File: config.mk
export PLATFORM = sky130hd
export DESIGN_NAME = pwm_multi
export DESIGN_NICKNAME = d
export VERILOG_FILES = /design/src/rtl/pwm_multi.sv
export SDC_FILE = /design/constraint.sdc
export NUM_CORES = 1
export LEC_CHECK = 0
export ABC_AREA = 1
export BUFFER_PORTS_ARGS = -buffer_cell sky130_fd_sc_hd__buf_4
export CORE_MARGIN = 5
export CORE_UTILIZATION = 59
export CTS_BUF_LIST = sky130_fd_sc_hd__clkbuf_4 sky130_fd_sc_hd__clkbuf_8
export DETAILED_ROUTE_END_ITERATION = 6
export PLACE_DENSITY = 0.85
export SYNTH_ARGS = -nofsm -noshare
export SYNTH_HDL_FRONTEND = slang
export SYNTH_SLANG_ARGS = --single-unit
File: constraint.sdc
create_clock -name clk_in -period 2 [get_ports clk_in]
set_input_delay 0.2 -clock clk_in [delete_from_list [all_inputs] [get_ports clk_in]]
set_output_delay 0.2 -clock clk_in [all_outputs]
set_load 0.005 [all_outputs]
File: src/rtl/pwm_multi.sv
// Multi-channel PWM generator: CH lanes share one period counter; each lane holds a
// double-buffered duty (shadow -> active) that is swapped only on a period boundary.

module pwm_multi_lane #(
  parameter int CNT_W = 8
) (
  input  logic             clk_in,
  input  logic             rst_n,
  input  logic             i_en,
  input  logic             i_boundary,
  input  logic             i_wr_hit,
  input  logic [CNT_W-1:0] i_wr_duty,
  input  logic [CNT_W-1:0] i_cnt_nxt,
  output logic             o_pwm
);
  logic [CNT_W-1:0] r_shadow;
  logic [CNT_W-1:0] r_active;
  logic             r_pwm;
  logic [CNT_W-1:0] w_shadow_fwd;

  // A write landing on the boundary edge belongs to the period that edge starts.
  assign w_shadow_fwd = i_wr_hit ? i_wr_duty : r_shadow;

  always_ff @(posedge clk_in) begin
    if (!rst_n) begin
      r_shadow <= '0;
      r_active <= '0;
      r_pwm    <= 1'b0;
    end else begin
      if (i_wr_hit)
        r_shadow <= i_wr_duty;
      if (!i_en)
        r_pwm <= 1'b0;
      else if (i_boundary) begin
        r_active <= w_shadow_fwd;
        r_pwm    <= (w_shadow_fwd != '0);
      end else
        r_pwm <= (i_cnt_nxt < r_active);
    end
  end

  assign o_pwm = r_pwm;
endmodule

module pwm_multi #(
  parameter int CH     = 4,
  parameter int CNT_W  = 8,
  parameter int PERIOD = 100,
  parameter int CH_W   = 2
) (
  input  logic             clk_in,
  input  logic             rst_n,
  input  logic             en,
  input  logic             wr_valid,
  input  logic [CH_W-1:0]  wr_ch,
  input  logic [CNT_W-1:0] wr_duty,
  output logic [CH-1:0]    pwm_out,
  output logic             period_tick
);
  localparam logic [CNT_W-1:0] LP_PERIOD = CNT_W'(PERIOD);
  localparam logic [CNT_W-1:0] LP_LAST   = CNT_W'(PERIOD - 1);

  if (PERIOD < 2 || PERIOD > (2**CNT_W) - 1 || (2**CH_W) < CH) begin : g_bad_params
    $error("pwm_multi: illegal parameter combination");
  end

  typedef struct packed {
    logic             vld;
    logic [CH_W-1:0]  ch;
    logic [CNT_W-1:0] duty;
  } wr_req_t;

  wr_req_t          w_wr_req;
  logic [CH-1:0]    w_wr_hit;
  logic [CNT_W-1:0] w_cnt_nxt;
  logic             w_boundary;
  logic [CNT_W-1:0] r_cnt;
  logic             r_running;
  logic             r_tick;

  // Requests above PERIOD saturate to "always high".
  assign w_wr_req.vld  = wr_valid;
  assign w_wr_req.ch   = wr_ch;
  assign w_wr_req.duty = (wr_duty > LP_PERIOD) ? LP_PERIOD : wr_duty;

  assign w_cnt_nxt  = r_cnt + CNT_W'(1);
  assign w_boundary = !r_running || (r_cnt == LP_LAST);

  always_ff @(posedge clk_in) begin
    if (!rst_n) begin
      r_cnt     <= '0;
      r_running <= 1'b0;
      r_tick    <= 1'b0;
    end else if (!en) begin
      r_cnt     <= '0;
      r_running <= 1'b0;
      r_tick    <= 1'b0;
    end else if (w_boundary) begin
      r_cnt     <= '0;
      r_running <= 1'b1;
      r_tick    <= 1'b1;
    end else begin
      r_cnt     <= w_cnt_nxt;
      r_tick    <= 1'b0;
    end
  end

  // Channel indices >= CH never match any lane, so such writes are dropped.
  for (genvar gi = 0; gi < CH; gi++) begin : g_lane
    assign w_wr_hit[gi] = w_wr_req.vld && (w_wr_req.ch == CH_W'(gi));

    pwm_multi_lane #(.CNT_W(CNT_W)) u_lane (
      .clk_in     (clk_in),
      .rst_n      (rst_n),
      .i_en       (en),
      .i_boundary (w_boundary),
      .i_wr_hit   (w_wr_hit[gi]),
      .i_wr_duty  (w_wr_req.duty),
      .i_cnt_nxt  (w_cnt_nxt),
      .o_pwm      (pwm_out[gi])
    );
  end

  assign period_tick = r_tick;
endmodule

==> impl_metrics.ini, run 1 <==
[grt]
grt_util_met3_pct = 5.474
use_met1_pct = 27.26
grt_remaining_overflow = 0
grt_pass1_vias = 3089
grt_usage_pct = 22.90
use_met2_pct = 40.09
grt_busiest_layer = met2
antenna_found_initial = 0
grt_pass1_wl_um = 14080
grt_max_degree = 60

[detailed_routing]
finalWirelength_um = 8425
wl_per_cell_um = 14.07
drc = 0
drtAntennaViolNets = 0
drt_iter0_drc = 157
vias = 3160
avgViaCountPerCell = 5.275
dr.pass1.iters = 4

[cells_and_area]
fin_nets = 560
diodes = 0
drive_gt1_share_pct = 15.90
final_common_cell = nand2_1
area_delta_synth_final_pct = 11.35
layout_common_cells = 105 x nand2_1, 76 x dfxtp_1, 58 x inv_1, 54 x nor2_1, 38 x a21oi_1

[worst_hold_path]
hold_path.class = input pin to flip-flop

[die]
die_w_um = 89.59
coreArea_um2 = 6241
fp.dieArea_um2 = 8026
start_util_pct = 59.88
die_height_um = 89.59
num_io_pins = 19
rows = 29

[place]
gp_routability_congestion = 0.8680
io_buffers = 18
place_ws_ns = 0.04942
hpwlAfterDp_um = 6037

[synthesis]
synth_cell_type_count = 24
syn_area_um2 = 3737
yosys_warnings = 0
yosys.area.top_type = dfxtp_1
synth_area_per_cell_um2 = 7.475
synth-seq-cells = 78
seq_area_frac_synth_pct = 41.78
syn-instance-count = 500
ys_top_cells_by_area = dfxtp_1 42%, nand2_1 11%, ha_1 9.7%, inv_1 6.2%, nor2_1 5.4%
synth_top_area_share_pct = 41.78
synth_nets = 543

[critical_path]
crit_path_start_kind = flip-flop
crit_type = flip-flop to flip-flop
worst-path-buf-inv = 1
critPathSlowestCell = dfxtp_2
worstPathCellList = nand3_1, nand3b_1, nor2_1, nand2_1, xor2_2, inv_2, ha_1, a21oi_1, nand3b_1, nand2_1
path_delay_family = simple AND/OR/NAND/NOR gates
critical_path_peak_fanout = 4
worstPathRequired_ns = 2.30
cpPeakStageDelay_ns = 0.36
crit_arrival_ns = 2.18
cp-end-kind = flip-flop

[clock_network]
numClockSinks = 78
cts_buffers = 9
ctsHtreeMaxLevel = 3
postCtsSetupBuffers = 0
cts_tree = done
root_buffer = clkbuf_8
clock_latency_ns = 0.35
path_clk_slew_ns = 0.08
cts_buffer_depth = 2

[timing]
slew_viol_final = 0
rsz0062_at_grt = false
tightest_slew_ns = 0.4656
slew_headroom_pct = 68.87
fin_crit_sh_pct = 94.07
skew_ns = 0.01126
setup-violations-final = 0
setup_ws_ns = 0.1185
final_hold_viol_count = 0
period_minus_slack_ns = 1.881
max_freq_mhz = 531.5
fin_setup_tns_ns = 0

[power_and_ir_drop]
ir_drop_v = 0.0004388
p_leak_nw = 2.040
power_density_nw_per_um2 = 780.0

[run]
maxCapViolations = 0

[run_status]
status = completed
==> cell usage after synthesis (all sizes together) <==
cell type / count
a211oi: 3
a21oi: 39
buf: 15
clkbuf: 7
clkinv: 2
dfxtp: 78
ha: 29
inv: 65
nand2: 106
nand3: 29
nand3b: 5
nand4: 2
nor2: 54
nor3: 7
o211ai: 13
o21ai: 19
or2: 22
xor2: 5
==> what timing repair did <==
item                       CTS  global route
hold buffers                 0             0
gates resized for setup      0            14
hold endpoints to repair     0             0
setup endpoints to repair    0             5
==> sequential cells by signal, summed over array words and instances (netlist names) <==
name	count
period_tick	1
r_running	1
g_lane.u_lane.r_shadow	32
g_lane.u_lane.o_pwm	4
r_cnt	8
g_lane.u_lane.r_active	32
==> layer usage <==
layer / wire length [µm] / vias to the layer above
li1: - / 1630
met4: 179 / 0
met3: 306 / 16
met2: 4211 / 62
met5: 0 / -
met1: 3728 / 1452
==> layout make-up <==
| class | instances | area, µm² |
|---|---|---|
| fill | 497 | 2079 |
| multi-input combinational | 333 | 1837 |
| sequential | 78 | 1564 |
| inverter | 67 | 251.5 |
| timing repair buffer | 28 | 222.7 |
| clock buffer | 13 | 172.7 |
| tap | 77 | 96.34 |
| clock inverter | 3 | 17.52 |
==> cells by family after synthesis <==
group                    after synthesis  share of synthesized area (%)
XOR/XNOR                               5                          1.172
adder cells (fa/ha/maj)               29                          9.709
AND/OR/NAND/NOR                      225                          26.51
flip-flops                            78                          41.78
buffers and inverters                 89                          9.843
AO/OA/AOI/OAI                         74                          10.98
==> worst register-to-register path: stages (launching register included) <==
cell and delay [ns]:
dfxtp_2 0.36, nand3_1 0.12, nand3b_1 0.24, nor2_1 0.12, nand2_1 0.09, xor2_2 0.18, inv_2 0.10, ha_1 0.30
a21oi_1 0.14, nand3b_1 0.10, nand2_1 0.09
==> per-stage QoR <==
stage | power, mW | std cells | area (µm²) | util [%] | hold WS [ns]
CTS | 3.247 | 599 | 4130 | 66.18 | 0.1086
global route | 3.408 | 599 | 4161 | 66.68 | 0.1200
finish | 3.246 | 599 | 4161 | 66.68 | 0.1156
detailed placement | 2.141 | 583 | 3940 | 63.13 | 0.4743
floorplan | 2.015 | 500 | 3737 | - | 0.3303
global placement | 2.123 | 583 | 3940 | 63.13 | 0.4291
==> power by group <==
part	switching [mW]	internal, mW
clock	0.567	0.563
combinational	0.269	0.175
sequential	0.0358	1.64
total	0.871	2.37
==> final timing paths <==
check | startpoint | end | slack (ns) | depth (start not counted)
worst max register to register | r_cnt[0] | g_lane[1].u_lane.o_pwm | 0.12 | 10
worst min register to register | g_lane[1].u_lane.r_active[3] | g_lane[1].u_lane.r_active[3] | 0.50 | 2
worst max-delay path | r_cnt[0] | g_lane[1].u_lane.o_pwm | 0.12 | 10
worst min-delay path | en | r_running | 0.12 | 3
Power figures use the tool's default switching activity.
==> run 2, diff against run 1 <==
Settings changed: BUFFER_PORTS_ARGS -buffer_cell sky130_fd_sc_hd__buf_4 to default, DONT_BUFFER_PORTS from default to 1, PLACE_DENSITY 0.85 to 0.83.
==> impl_metrics.ini, run 2 (same netlist as run 1, synthesis figures left out) <==
[timing]
slew_headroom_pct = 63.74
max_freq_mhz = 525.9
period_minus_slack_ns = 1.902
slew_viol_final = 0
setup-violations-final = 0
holdWs_ns = 0.01375
fin_crit_sh_pct = 95.08
final_hold_viol_count = 0
skew_ns = 0.005545
tightest_slew_ns = 0.5422
rsz0062_at_grt = true

[cells_and_area]
n_fill_cell = 510
area_delta_synth_final_pct = 8.738
layout_common_cells = 105 x nand2_1, 76 x dfxtp_1, 58 x inv_1, 53 x nor2_1, 39 x a21oi_1
drive_gt1_share_pct = 13.02
fin_nets = 546
final_common_cell = nand2_1
reg_top3 = g_lane.u_lane.r_active (32), g_lane.u_lane.r_shadow (32), r_cnt (8)
diodes = 0

[die]
start_util_pct = 59.88
die_w_um = 89.59
coreArea_um2 = 6241
fp.dieArea_um2 = 8026
die_height_um = 89.59
rows = 29
num_io_pins = 19

[power_and_ir_drop]
power_density_nw_per_um2 = 791.3
p_leak_nw = 1.961
combPwrFrac_pct = 12.7
seq_power_share_pct = 52.1
clock_power_share_pct = 35.2
finalPower_mw = 3.216
ir_drop_v = 0.0006010
intPower_mw = 2.356
p_switching_uw = 860.1
swShare_pct = 26.75

[critical_path]
cp-end-kind = flip-flop
worst-path-buf-inv = 1
worstPathCellList = nand3_1, nand3b_1, nor2_1, nand2_1, xor2_2, inv_2, ha_1, a21oi_1, nand3b_1, nand2_1
crit_type = flip-flop to flip-flop
cpPeakStageDelay_ns = 0.36
crit_path_start_kind = flip-flop
worstPathRequired_ns = 2.29
critical_path_peak_fanout = 4
crit_arrival_ns = 2.19
critPathSlowestCell = dfxtp_2
path_delay_family = simple AND/OR/NAND/NOR gates

[run_status]
status = completed

[worst_hold_path]
hold_path.class = input pin to flip-flop

[clock_network]
cts_tree = done
root_buffer = clkbuf_8
cts_buffers = 9
cts_buffer_depth = 2
path_clk_slew_ns = 0.08
clock_latency_ns = 0.34
ctsHtreeMaxLevel = 3
numClockSinks = 78

[grt]
grt_usage_pct = 23.00
grt_pass1_wl_um = 14050
grt_pass1_vias = 3010
grt_max_degree = 60
grt_remaining_overflow = 0
antenna_found_initial = 0

[place]
hpwlAfterDp_um = 5899
gp_routability_congestion = 0.9248
io_buffers = 0

[detailed_routing]
vias = 3209
dr.pass1.iters = 7
wl_per_cell_um = 14.81
drt_iter0_drc = 219
avgViaCountPerCell = 5.495
drc = 0
drtAntennaViolNets = 0
finalWirelength_um = 8647

[run]
maxCapViolations = 0
run 2: power groups by stage:
stage / Combinational (mW) / Sequential (mW) / Clock, mW
CTS: 0.401 / 1.67 / 1.15
global placement: 0.372 / 1.71 / 0
global route: 0.463 / 1.68 / 1.23
floorplan: 0.319 / 1.70 / 0
finish: 0.408 / 1.67 / 1.13
detailed placement: 0.386 / 1.71 / 0
run 2: worst register-to-register path: cells and delay by family (launching register included):
family / cells / cell delay [ns]
AOI/OAI and AO/OA: 1 / 0.16
xor gates and xnor gates: 1 / 0.16
adders and majority gates: 1 / 0.31
buffers and inverters: 1 / 0.10
DFF: 1 / 0.36
and+or+nand+nor: 6 / 0.76
run 2: layout make-up:
class                           instances  area [µm²]  share of cell area (%)
Clock buffer                            9       123.9                   3.048
Clock inverter                          6       63.81                   1.570
Inverter                               67       251.5                   6.188
Multi-Input combinational cell        333        1839                   45.26
Sequential cell                        78        1564                   38.49
Tap cell                               77       96.34                   2.371
Timing Repair Buffer                   14       125.1                   3.079
run 2: final timing paths:
path	from	endpoint	slack, ns	depth (start not counted)
worst max register to register	r_cnt[0]	g_lane[2].u_lane.o_pwm	0.1	10
worst min register to register	g_lane[1].u_lane.r_shadow[7]	g_lane[1].u_lane.r_shadow[7]	0.49	2
worst max-delay path	r_cnt[0]	g_lane[2].u_lane.o_pwm	0.1	10
worst min-delay path	rst_n	g_lane[0].u_lane.r_active[1]	0.01	2
run 2: metrics by stage:
step           cells  worst slack (ns)  area [µm²]  util, %  setup TNS (ns)
2_1_floorplan    500            0.2736        3737        -               0
3_3_place_gp     564            0.1858        3797    60.85               0
3_5_place_dp     564           0.07479        3797    60.85               0
4_1_cts          582           0.04032        4015    64.33               0
5_1_grt          584          -0.03226        4064    65.12        -0.05479
6_report         584           0.09840        4064    65.12               0
run 2: metal layers:
metal	vias to the layer above	GRT usage [%]	wire length (µm)
met5	-	0	0
met3	18	5.201	340
met4	0	8.390	223
met1	1515	26.73	3657
met2	78	41.09	4427
li1	1598	-	-
run 2: what timing repair did:
item | CTS | global route
gates resized for setup | 0 | 13
endpoints found under the hold margin | 13 | 0
hold buffers | 3 | 0
buffers inserted | 0 | 2
endpoints found under the setup margin | 0 | 4
==> run 3, diff against run 2 <==
Settings changed: CORE_ASPECT_RATIO from default to 1.25.
Clock period 2 ns to 1.9 ns, I/O delays scaled along.
==> impl_metrics.ini, run 3 (same netlist as run 1, synthesis figures left out) <==
[place]
hpwlAfterDp_um = 6057
placedCellCount = 578
io_buffers = 0
place_ws_ns = -0.03103
gp_routability_congestion = 0.8423

[run_status]
status = finished with violations
violations = negative setup slack

[grt]
grt_util_met3_pct = 5.119
use_met1_pct = 27.95
grt_busiest_layer = met2
grt_max_degree = 33
grt_pass1_wl_um = 14230
grt_remaining_overflow = 0
antenna_found_initial = 0
grt_pass1_vias = 3044
use_met2_pct = 37.82
grt_usage_pct = 23.02

[timing]
fin_crit_sh_pct = 100.6
skew_ns = 0.01001
period_minus_slack_ns = 1.912
setup-violations-final = 1
slew_headroom_pct = 44.23
holdWs_ns = 0.01799
rsz0062_at_grt = true
slew_viol_final = 0
max_freq_mhz = 523.0
final_hold_viol_count = 0
tightest_slew_ns = 0.8338
fin_setup_tns_ns = -0.01216
setup_ws_ns = -0.01216

[cells_and_area]
reg_top3 = g_lane.u_lane.r_active (32), g_lane.u_lane.r_shadow (32), r_cnt (8)
layout.cells.non_filler = 605
n_fill_cell = 479
area_delta_synth_final_pct = 18.18
fin_nets = 558
drive_gt1_share_pct = 19.81
diodes = 0
final_util_pct = 71.63
layout_common_cells = 101 x nand2_1, 75 x dfxtp_1, 56 x inv_1, 53 x nor2_1, 35 x a21oi_1
final_common_cell = nand2_1

[critical_path]
critical_path_peak_fanout = 4
r2r_slack_ns = -0.01
rr_worst_depth = 13
crit_arrival_ns = 2.16
crit_type = flip-flop to flip-flop
cp-end-kind = flip-flop
r2r_end = g_lane[1].u_lane.o_pwm
worstPathRequired_ns = 2.15
r2r_start = r_cnt[0]
crit_path_start_kind = flip-flop

[die]
coreArea_um2 = 6166
start_util_pct = 60.61
fp.dieArea_um2 = 8036
num_io_pins = 19
die_height_um = 98.99
rows = 32
die_w_um = 81.19

[clock_network]
root_buffer = clkbuf_8
clock_latency_ns = 0.36
cts_buffers = 9
path_clk_slew_ns = 0.08
ctsHtreeMaxLevel = 3
numClockSinks = 78
cts_tree = done
cts_buffer_depth = 2

[power_and_ir_drop]
p_leak_nw = 2.083
power_density_nw_per_um2 = 828.9
ir_drop_v = 0.0006653

[worst_hold_path]
hold_path.class = input pin to flip-flop
hold_depth = 2
hold_end = g_lane[2].u_lane.r_active[5]
worstHoldStart = rst_n

[detailed_routing]
drtAntennaViolNets = 0
dr.pass1.iters = 5
finalWirelength_um = 9185
drc = 0
drt_iter0_drc = 239
avgViaCountPerCell = 5.331
wl_per_cell_um = 15.18
vias = 3225

[run]
maxCapViolations = 0
==> run 3: cell count changes in the layout (fill, tap and decap cells not counted), sizes merged <==
cell	before	now
clkbuf	9	12
bufinv	1	2
clkinvlp	2	0
buf	11	22
==> run 3: layer usage <==
layer,up-vias,wire [µm]
met5,-,0
met1,1488,3821
met3,28,446
met4,0,361
met2,92,4554
li1,1617,-
==> run 3: area by class of cell <==
| cell class | count | area (µm²) | area share (%) |
|---|---|---|---|
| sequential | 78 | 1573 | 35.61 |
| multi-input combinational | 333 | 2019 | 45.72 |
| clock buffer | 11 | 145.1 | 3.286 |
| clock inverter | 5 | 82.58 | 1.870 |
| inverter | 67 | 254.0 | 5.751 |
| timing repair buffer | 26 | 236.5 | 5.354 |
| tap | 85 | 106.4 | 2.408 |
==> run 3: worst max-delay path by stage <==
stage | start | to | slack, ns | depth (start not counted)
final | r_cnt[0] | g_lane[1].u_lane.o_pwm | -0.01 | 13
after detailed placement | r_cnt[2] | g_lane[2].u_lane.o_pwm | -0.03 | 10
after global routing | r_cnt[1] | g_lane[1].u_lane.o_pwm | -0.09 | 10
after CTS | r_cnt[0] | g_lane[2].u_lane.o_pwm | 0.006 | 12
after floorplan | r_cnt[0] | g_lane[3].u_lane.o_pwm | 0.17 | 12
after global placement | r_cnt[0] | g_lane[1].u_lane.o_pwm | 0.03 | 13
==> run 3: repair_timing <==
item | 4_1_cts | 5_1_grt
gates cloned | 0 | 1
endpoints found under the hold margin | 25 | 0
gates resized for setup | 8 | 40
hold buffers | 3 | 0
endpoints found under the setup margin | 4 | 21
pin swaps | 1 | 15
buffers inserted | 4 | 3
==> run 3: report_power, final <==
part	switching (mW)	total, mW	internal [mW]
Clock	0.625	1.42	0.793
Sequential	0.0402	1.76	1.72
Combinational	0.298	0.484	0.186
Total	0.963	3.66	2.70
==> run 3: critical path, stage by stage (launching register included) <==
cell	delay, ns
dfxtp_4	0.37
ha_4	0.17
nand2_2	0.05
inv_2	0.04
buf_6	0.12
nand2_4	0.06
xor2_2	0.17
inv_2	0.12
ha_4	0.28
nand3_2	0.07
nand2_2	0.10
nand3_2	0.10
nand3b_1	0.11
nand2_1	0.06
==> run 3: metrics by stage <==
step / area, µm² / total power [mW]
final: 4417 / 3.661
after global routing: 4417 / 3.819
after CTS: 4160 / 3.619
after detailed placement: 3852 / 2.215
after global placement: 3852 / 2.197
after floorplan: 3737 / 2.121
